[src/rtl/led_arbiter.sv]
// led_arbiter: round-robin owner selection for the board's single active-low RGB LED.
// Each grant lasts at least HOLD cycles while others wait, and an all-off cycle separates owners.
// Optional feature macro: LED_ARB_PRIO_EN (requester 0 pre-empts and always wins in IDLE).
// Ports:
//   clk           system clock
//   rst           asynchronous active-high reset
//   req[NREQ]     level request per requester
//   rgb[3*NREQ]   requester i colour at rgb[3i+2:3i] = {r,g,b}, 1 = on
//   gnt[NREQ]     registered one-hot grant
//   busy          high while a grant is active
//   led_r/g/b     registered LED drive, active-low
module led_arbiter #(
  parameter int unsigned NREQ = 4,
  parameter int unsigned HOLD = 1000000
) (
  input  logic              clk,
  input  logic              rst,
  input  logic [NREQ-1:0]   req,
  input  logic [3*NREQ-1:0] rgb,
  output logic [NREQ-1:0]   gnt,
  output logic              busy,
  output logic              led_r,
  output logic              led_g,
  output logic              led_b
);

  localparam int unsigned PW = $clog2(NREQ);
  localparam int unsigned CW = $clog2(HOLD + 1);

  localparam logic [0:0] S_IDLE  = 1'b0;
  localparam logic [0:0] S_GRANT = 1'b1;

  logic [0:0]      state_q, state_d;
  logic [NREQ-1:0] gnt_q, gnt_d;
  logic            busy_q, busy_d;
  logic [2:0]      led_q, led_d;
  logic [PW-1:0]   ptr_q, ptr_d;
  logic [PW-1:0]   own_q, own_d;
  logic [CW-1:0]   cnt_q, cnt_d;

  logic            win_found;
  logic [PW-1:0]   win_idx;
  logic [2:0]      win_rgb;
  logic [2:0]      own_rgb;
  logic            own_req;
  logic            others_req;
  logic            release_c;

  // First requester at or after ptr, wrapping at NREQ.
  always_comb begin : p_scan
    int unsigned idx;
    win_found = 1'b0;
    win_idx   = '0;
    idx       = 0;
    for (int unsigned k = 0; k < NREQ; k++) begin
      idx = int'(ptr_q) + k;
      if (idx >= NREQ) idx = idx - NREQ;
      if (!win_found && req[PW'(idx)]) begin
        win_found = 1'b1;
        win_idx   = PW'(idx);
      end
    end
`ifdef LED_ARB_PRIO_EN
    if (req[0]) begin
      win_found = 1'b1;
      win_idx   = '0;
    end
`endif
  end

  // Per-index muxes for the winner's and owner's colour and the owner's request.
  always_comb begin
    win_rgb = '0;
    own_rgb = '0;
    own_req = 1'b0;
    for (int unsigned i = 0; i < NREQ; i++) begin
      if (win_idx == PW'(i)) win_rgb = rgb[3*i +: 3];
      if (own_q == PW'(i)) begin
        own_rgb = rgb[3*i +: 3];
        own_req = req[i];
      end
    end
  end

  // gnt_q is one-hot on the owner during GRANT, so masking it leaves the waiters.
  assign others_req = |(req & ~gnt_q);

  always_comb begin
    release_c = !own_req || ((cnt_q == '0) && others_req);
`ifdef LED_ARB_PRIO_EN
    if ((own_q != '0) && req[0]) release_c = 1'b1;
`endif
  end

  // Next-state and registered-output logic.
  always_comb begin
    state_d = state_q;
    gnt_d   = gnt_q;
    busy_d  = busy_q;
    led_d   = led_q;
    ptr_d   = ptr_q;
    own_d   = own_q;
    cnt_d   = cnt_q;
    case (state_q)
      S_IDLE: begin
        gnt_d  = '0;
        busy_d = 1'b0;
        led_d  = 3'b111;
        if (win_found) begin
          state_d = S_GRANT;
          gnt_d   = NREQ'(1) << win_idx;
          busy_d  = 1'b1;
          cnt_d   = CW'(HOLD - 1);
          led_d   = ~win_rgb;
          own_d   = win_idx;
        end
      end
      S_GRANT: begin
        if (release_c) begin
          state_d = S_IDLE;
          gnt_d   = '0;
          busy_d  = 1'b0;
          led_d   = 3'b111;
          ptr_d   = (own_q == PW'(NREQ - 1)) ? '0 : own_q + PW'(1);
        end else begin
          led_d = ~own_rgb;
          if (cnt_q != '0) cnt_d = cnt_q - CW'(1);
        end
      end
      default: state_d = S_IDLE;
    endcase
  end

  always_ff @(posedge clk or posedge rst) begin
    if (rst) begin
      state_q <= S_IDLE;
      gnt_q   <= '0;
      busy_q  <= 1'b0;
      led_q   <= 3'b111;
      ptr_q   <= '0;
      own_q   <= '0;
      cnt_q   <= '0;
    end else begin
      state_q <= state_d;
      gnt_q   <= gnt_d;
      busy_q  <= busy_d;
      led_q   <= led_d;
      ptr_q   <= ptr_d;
      own_q   <= own_d;
      cnt_q   <= cnt_d;
    end
  end

  assign gnt   = gnt_q;
  assign busy  = busy_q;
  assign led_r = led_q[2];
  assign led_g = led_q[1];
  assign led_b = led_q[0];

endmodule
[config.mk]
export PLATFORM = sky130hd
export DESIGN_NAME = led_arbiter
export DESIGN_NICKNAME = d
export VERILOG_FILES = /design/src/rtl/led_arbiter.sv
export SDC_FILE = /design/constraint.sdc
export NUM_CORES = 1
export LEC_CHECK = 0
export CORE_MARGIN = 1
export CORE_UTILIZATION = 50
export CTS_CLUSTER_SIZE = 14
export DETAILED_ROUTE_END_ITERATION = 10
export DONT_BUFFER_PORTS = 1
export PLACE_DENSITY_LB_ADDON = 0.3
export SYNTH_ARGS = -nofsm -noshare
export SYNTH_HDL_FRONTEND = slang
export SYNTH_SLANG_ARGS = --single-unit
[constraint.sdc]
create_clock -name clk -period 2.25 [get_ports clk]
set_clock_uncertainty 0.1 [all_clocks]
set_input_delay 0.225 -clock clk [delete_from_list [all_inputs] [get_ports clk]]
set_output_delay 0.225 -clock clk [all_outputs]
set_load 0.01 [all_outputs]
==> out/results.md <==
| Parameter | Value | Unit |
|---|---|---|
| Setup repair after global routing missed its margin | yes | - |
| Starting density of the core | 52.0 | % |
| Cell area after synthesis | 2080 | um2 |
| Number of maximum-capacitance violations | 0 | - |
| Final hold viol count | 0 | - |
| Fraction of layout instances using a drive strength above 1 | 38.8 | % |
| Worst stage delay on the critical path | 460 | ps |
| Number of buffers inserted by port buffering | 0 | - |
| Endpoint required time on the critical path | 2330 | ps |
| Core area | 4000 | um2 |
| Crit path capture type | flop | - |
| Post-Syn Area per Cell | 9.72 | um2 |
| Max-slew violations | 0 | - |
| Maximum clock frequency | 0.437 | GHz |
| Post-synth ARST share | 100 | % |
| Number of nets produced by synthesis | 238 | - |
| Worst-skew pair later-pin latency | 290 | ps |
| Path depth of the worst reg2reg path | 8 | - |
| Final setup fails | 8 | - |
| Power density of the placed cells | 1100 | nW/um2 |
| Core occupancy in the finished layout | 71.2 | % |
| Overall overflow remaining after global route | 0 | - |
| Critical Path AT | 2370 | ps |
| Setup slack of the worst register-to-register path | -40 | ps |
| Worst hold slack after final layout | 6.06 | ps |
| Worst slew pin tran | 596 | ps |
| TritonCTS clock tree | built | - |
| Setup ws final | -39.3 | ps |
| Sequence of cells on the critical path | ha_2, nor2b_1, a211oi_4, buf_4, o211ai_4, a2111oi_4, xnor2_1, nor2_1 | - |
| Row count | 23 | - |
| Failing checks | setup timing | - |
| Leakage power of the design | 1.05 | nW |
| Final HPWL from detailed placement | 3220 | um |
| Number of clock buffers inserted by TritonCTS | 5 | - |
| Number of H-tree levels | 2 | - |
| Post-synth cell types | 45 | - |
| Antenna violations before repair | 0 | - |
| Critical path's slowest cell | dfrtp_2 | - |
| Die Width | 66.5 | um |
| Critical Path Stages | 8 | - |
| Via count normalized by instance count | 5.72 | - |
| Startpoint type of the worst setup path | flop | - |
| Summed negative setup slack over all endpoints | -156 | ps |
| Total iterations of the first detailed-routing run | 4 | - |
| Placer's final routability congestion estimate | 0.738 | - |
| Sequential fraction of the synthesis area | 39.9 | % |
| Master cell of the clock root buffer | clkbuf_8 | - |
| Post-DR wirelength/cell | 16.8 | um |
| Worst Hold Depth | 2 | - |
| Area share of the leading cell type in the synthesized netlist | 36.1 | % |
| Crit Path Class | reg2reg | - |
| Routed vias | 1774 | - |
| Net count of the finished layout | 283 | - |
| Slew Limit Headroom | 60.2 | % |
| Warnings from Yosys | 0 | - |
| Maximum number of buffers from clock root to sink | 2 | - |
| Maximum fanout count along the critical path | 7 | - |
| First-pass GRT wire length | 8070 | um |
| Post-detailed-routing wire length | 5200 | um |
| Number of design-rule violations left by the first detailed-router iteration | 95 | - |
| Number of flops mapped to enable cells by yosys | 0 | - |
| Clk sinks | 33 | - |
| Time the worst path needs with I/O delays and setup | 2290 | ps |
| Reg2Reg Launch Point | own_q[0] | - |
| Clock Pin Slew Worst Setup and Hold Paths | 70 | ps |
| Remaining number of nets flagged by the antenna check after routing | 0 | - |
| Total power of the final layout | 0.00313 | W |
| Max IR drop VDD | 0.722 | mV |
| Number of inserted diodes | 0 | - |
| Dominant cell type by area after synthesis | dfrtp_1 | - |
| Cells taking the most area after synthesis | dfrtp_1, xnor2_1, nand2_1 | - |
| Tightest Hold Check Type | in2reg | - |
| Crit path buffers/inverters | 1 | - |
| Die Ht | 66.5 | um |
| Outcome | complete, but fails checks | - |
| Origin of the worst min-delay path | rgb[9] | - |
| Number of I/O pins | 26 | - |
| Die ar. | 4420 | um2 |
| Largest net degree at the start of global routing | 34 | - |
| Post-synthesis register bit count | 33 | - |
| Total global-route track usage | 25.2 | % |
| Leading register cell type out of synthesis | dfrtp_1 | - |
| Via count of the first global-routing pass | 1791 | - |
| Area Growth Syn to Fin | 36.9 | % |
| Synthesized instance count | 214 | - |
| Reg-to-reg endpoint | cnt_q[11] | - |
| Post-placement setup slack | -183 | ps |
| Share of the clock period used by the worst path after layout | 102 | % |
| Hold Path Sink | led_q[0] | - |
| DRC viols | 0 | - |
| Gate family responsible for the most delay along the worst path | compound AO/OA/AOI/OAI gates | - |
==> final cells by class <==
cell class                 instances  area [um2]
clock buffer                       7        96.3
clock inverter                     1        5.00
sequential                        33         831
tap                               50        62.6
multi-input combinational        165        1430
inverter                           8        32.5
timing repair buffer              46         390
fill                             298        1150
==> stage by stage <==
step | std cells | area [um2]
2_1_floorplan | 214 | 2090
3_3_place_gp | 288 | 2360
3_5_place_dp | 288 | 2360
4_1_cts | 304 | 2670
5_1_grt | 310 | 2850
6_report | 310 | 2850
==> cells by family (layout without fill, tap and decap cells) <==
family	count (synthesis)	after routing	share of synthesized area (%)
mux	9	9	4.81
compound gates	51	52	20.3
simple gates	80	80	20.1
buf+inv	17	62	3.79
fa+ha+maj	6	6	3.61
xor+xnor	18	18	7.58
flops	33	33	39.9
==> synth_stat cells, drive strengths merged (6+ instances only) <==
library cell	n
a2111oi	7
mux2	8
buf	7
nand2	29
ha	6
o21ai	9
a211oi	7
a21oi	17
xnor2	18
dfrtp	30
nor4	8
nor2	17
inv	8
==> repair_timing <==
item                       4_1_cts  5_1_grt
setup endpoints to repair       19       25
pin swaps                       25       15
buffers inserted                 4        7
gates cloned                     1        0
hold buffers                     3        1
hold endpoints to repair        32        1
resized for setup               21       26
==> worst reg2reg max path: stages (launching register included) <==
cell,delay [ps]
dfrtp_2,460
ha_2,240
nor2b_1,160
a211oi_4,330
buf_4,190
o211ai_4,150
a2111oi_4,350
xnor2_1,150
nor2_1,50
==> state kept, by name, summed over array words and instances, names as in the netlist <==
name     count
busy         1
own_q        2
cnt_q       20
gnt          4
led_q        3
state_q      1
ptr_q        2
==> worst max-delay path by stage <==
stage	start	to	slack, ps
6_report	own_q[0]	cnt_q[11]	-40
5_1_grt	own_q[0]	cnt_q[3]	-140
3_5_place_dp	own_q[1]	cnt_q[17]	-180
2_1_floorplan	own_q[0]	cnt_q[5]	-0.4
3_3_place_gp	own_q[0]	cnt_q[3]	-100
4_1_cts	own_q[1]	cnt_q[3]	-40
==> per-layer routing <==
metal | global-route usage, % | vias to the layer above | wire length, um
li1 | - | 857 | -
met1 | 28.2 | 865 | 2160
met2 | 45.3 | 40 | 2720
met3 | 6.16 | 12 | 197
met4 | 10.6 | 0 | 118
met5 | 0 | - | 0
==> where the power goes <==
group / internal, W / switching, W
sequential: 0.000738 / 0.000160
combinational: 0.000807 / 0.000918
clock: 0.000277 / 0.000230
total: 0.00182 / 0.00131
==> cell usage in the layout, fill, tap and decap left out, drive strengths merged, types with 2 or more instances in the layout <==
master	netlist	layout
nand3b	4	4
clkbuf	2	7
nor4	8	8
or3	3	3
mux2	8	8
or2	2	2
nand2	29	29
buf	7	42
nand2b	5	5
o211ai	1	2
a21oi	17	17
a211oi	7	7
dfrtp	30	30
a2111oi	7	7
inv	8	8
dfstp	3	3
o21ai	9	9
xnor2	18	18
nand4b	2	2
nor2	17	17
dlygate4sd3	0	4
ha	6	6
a22o	5	5
nand3	3	3
Note: power is estimated with default switching activity, not from simulation.
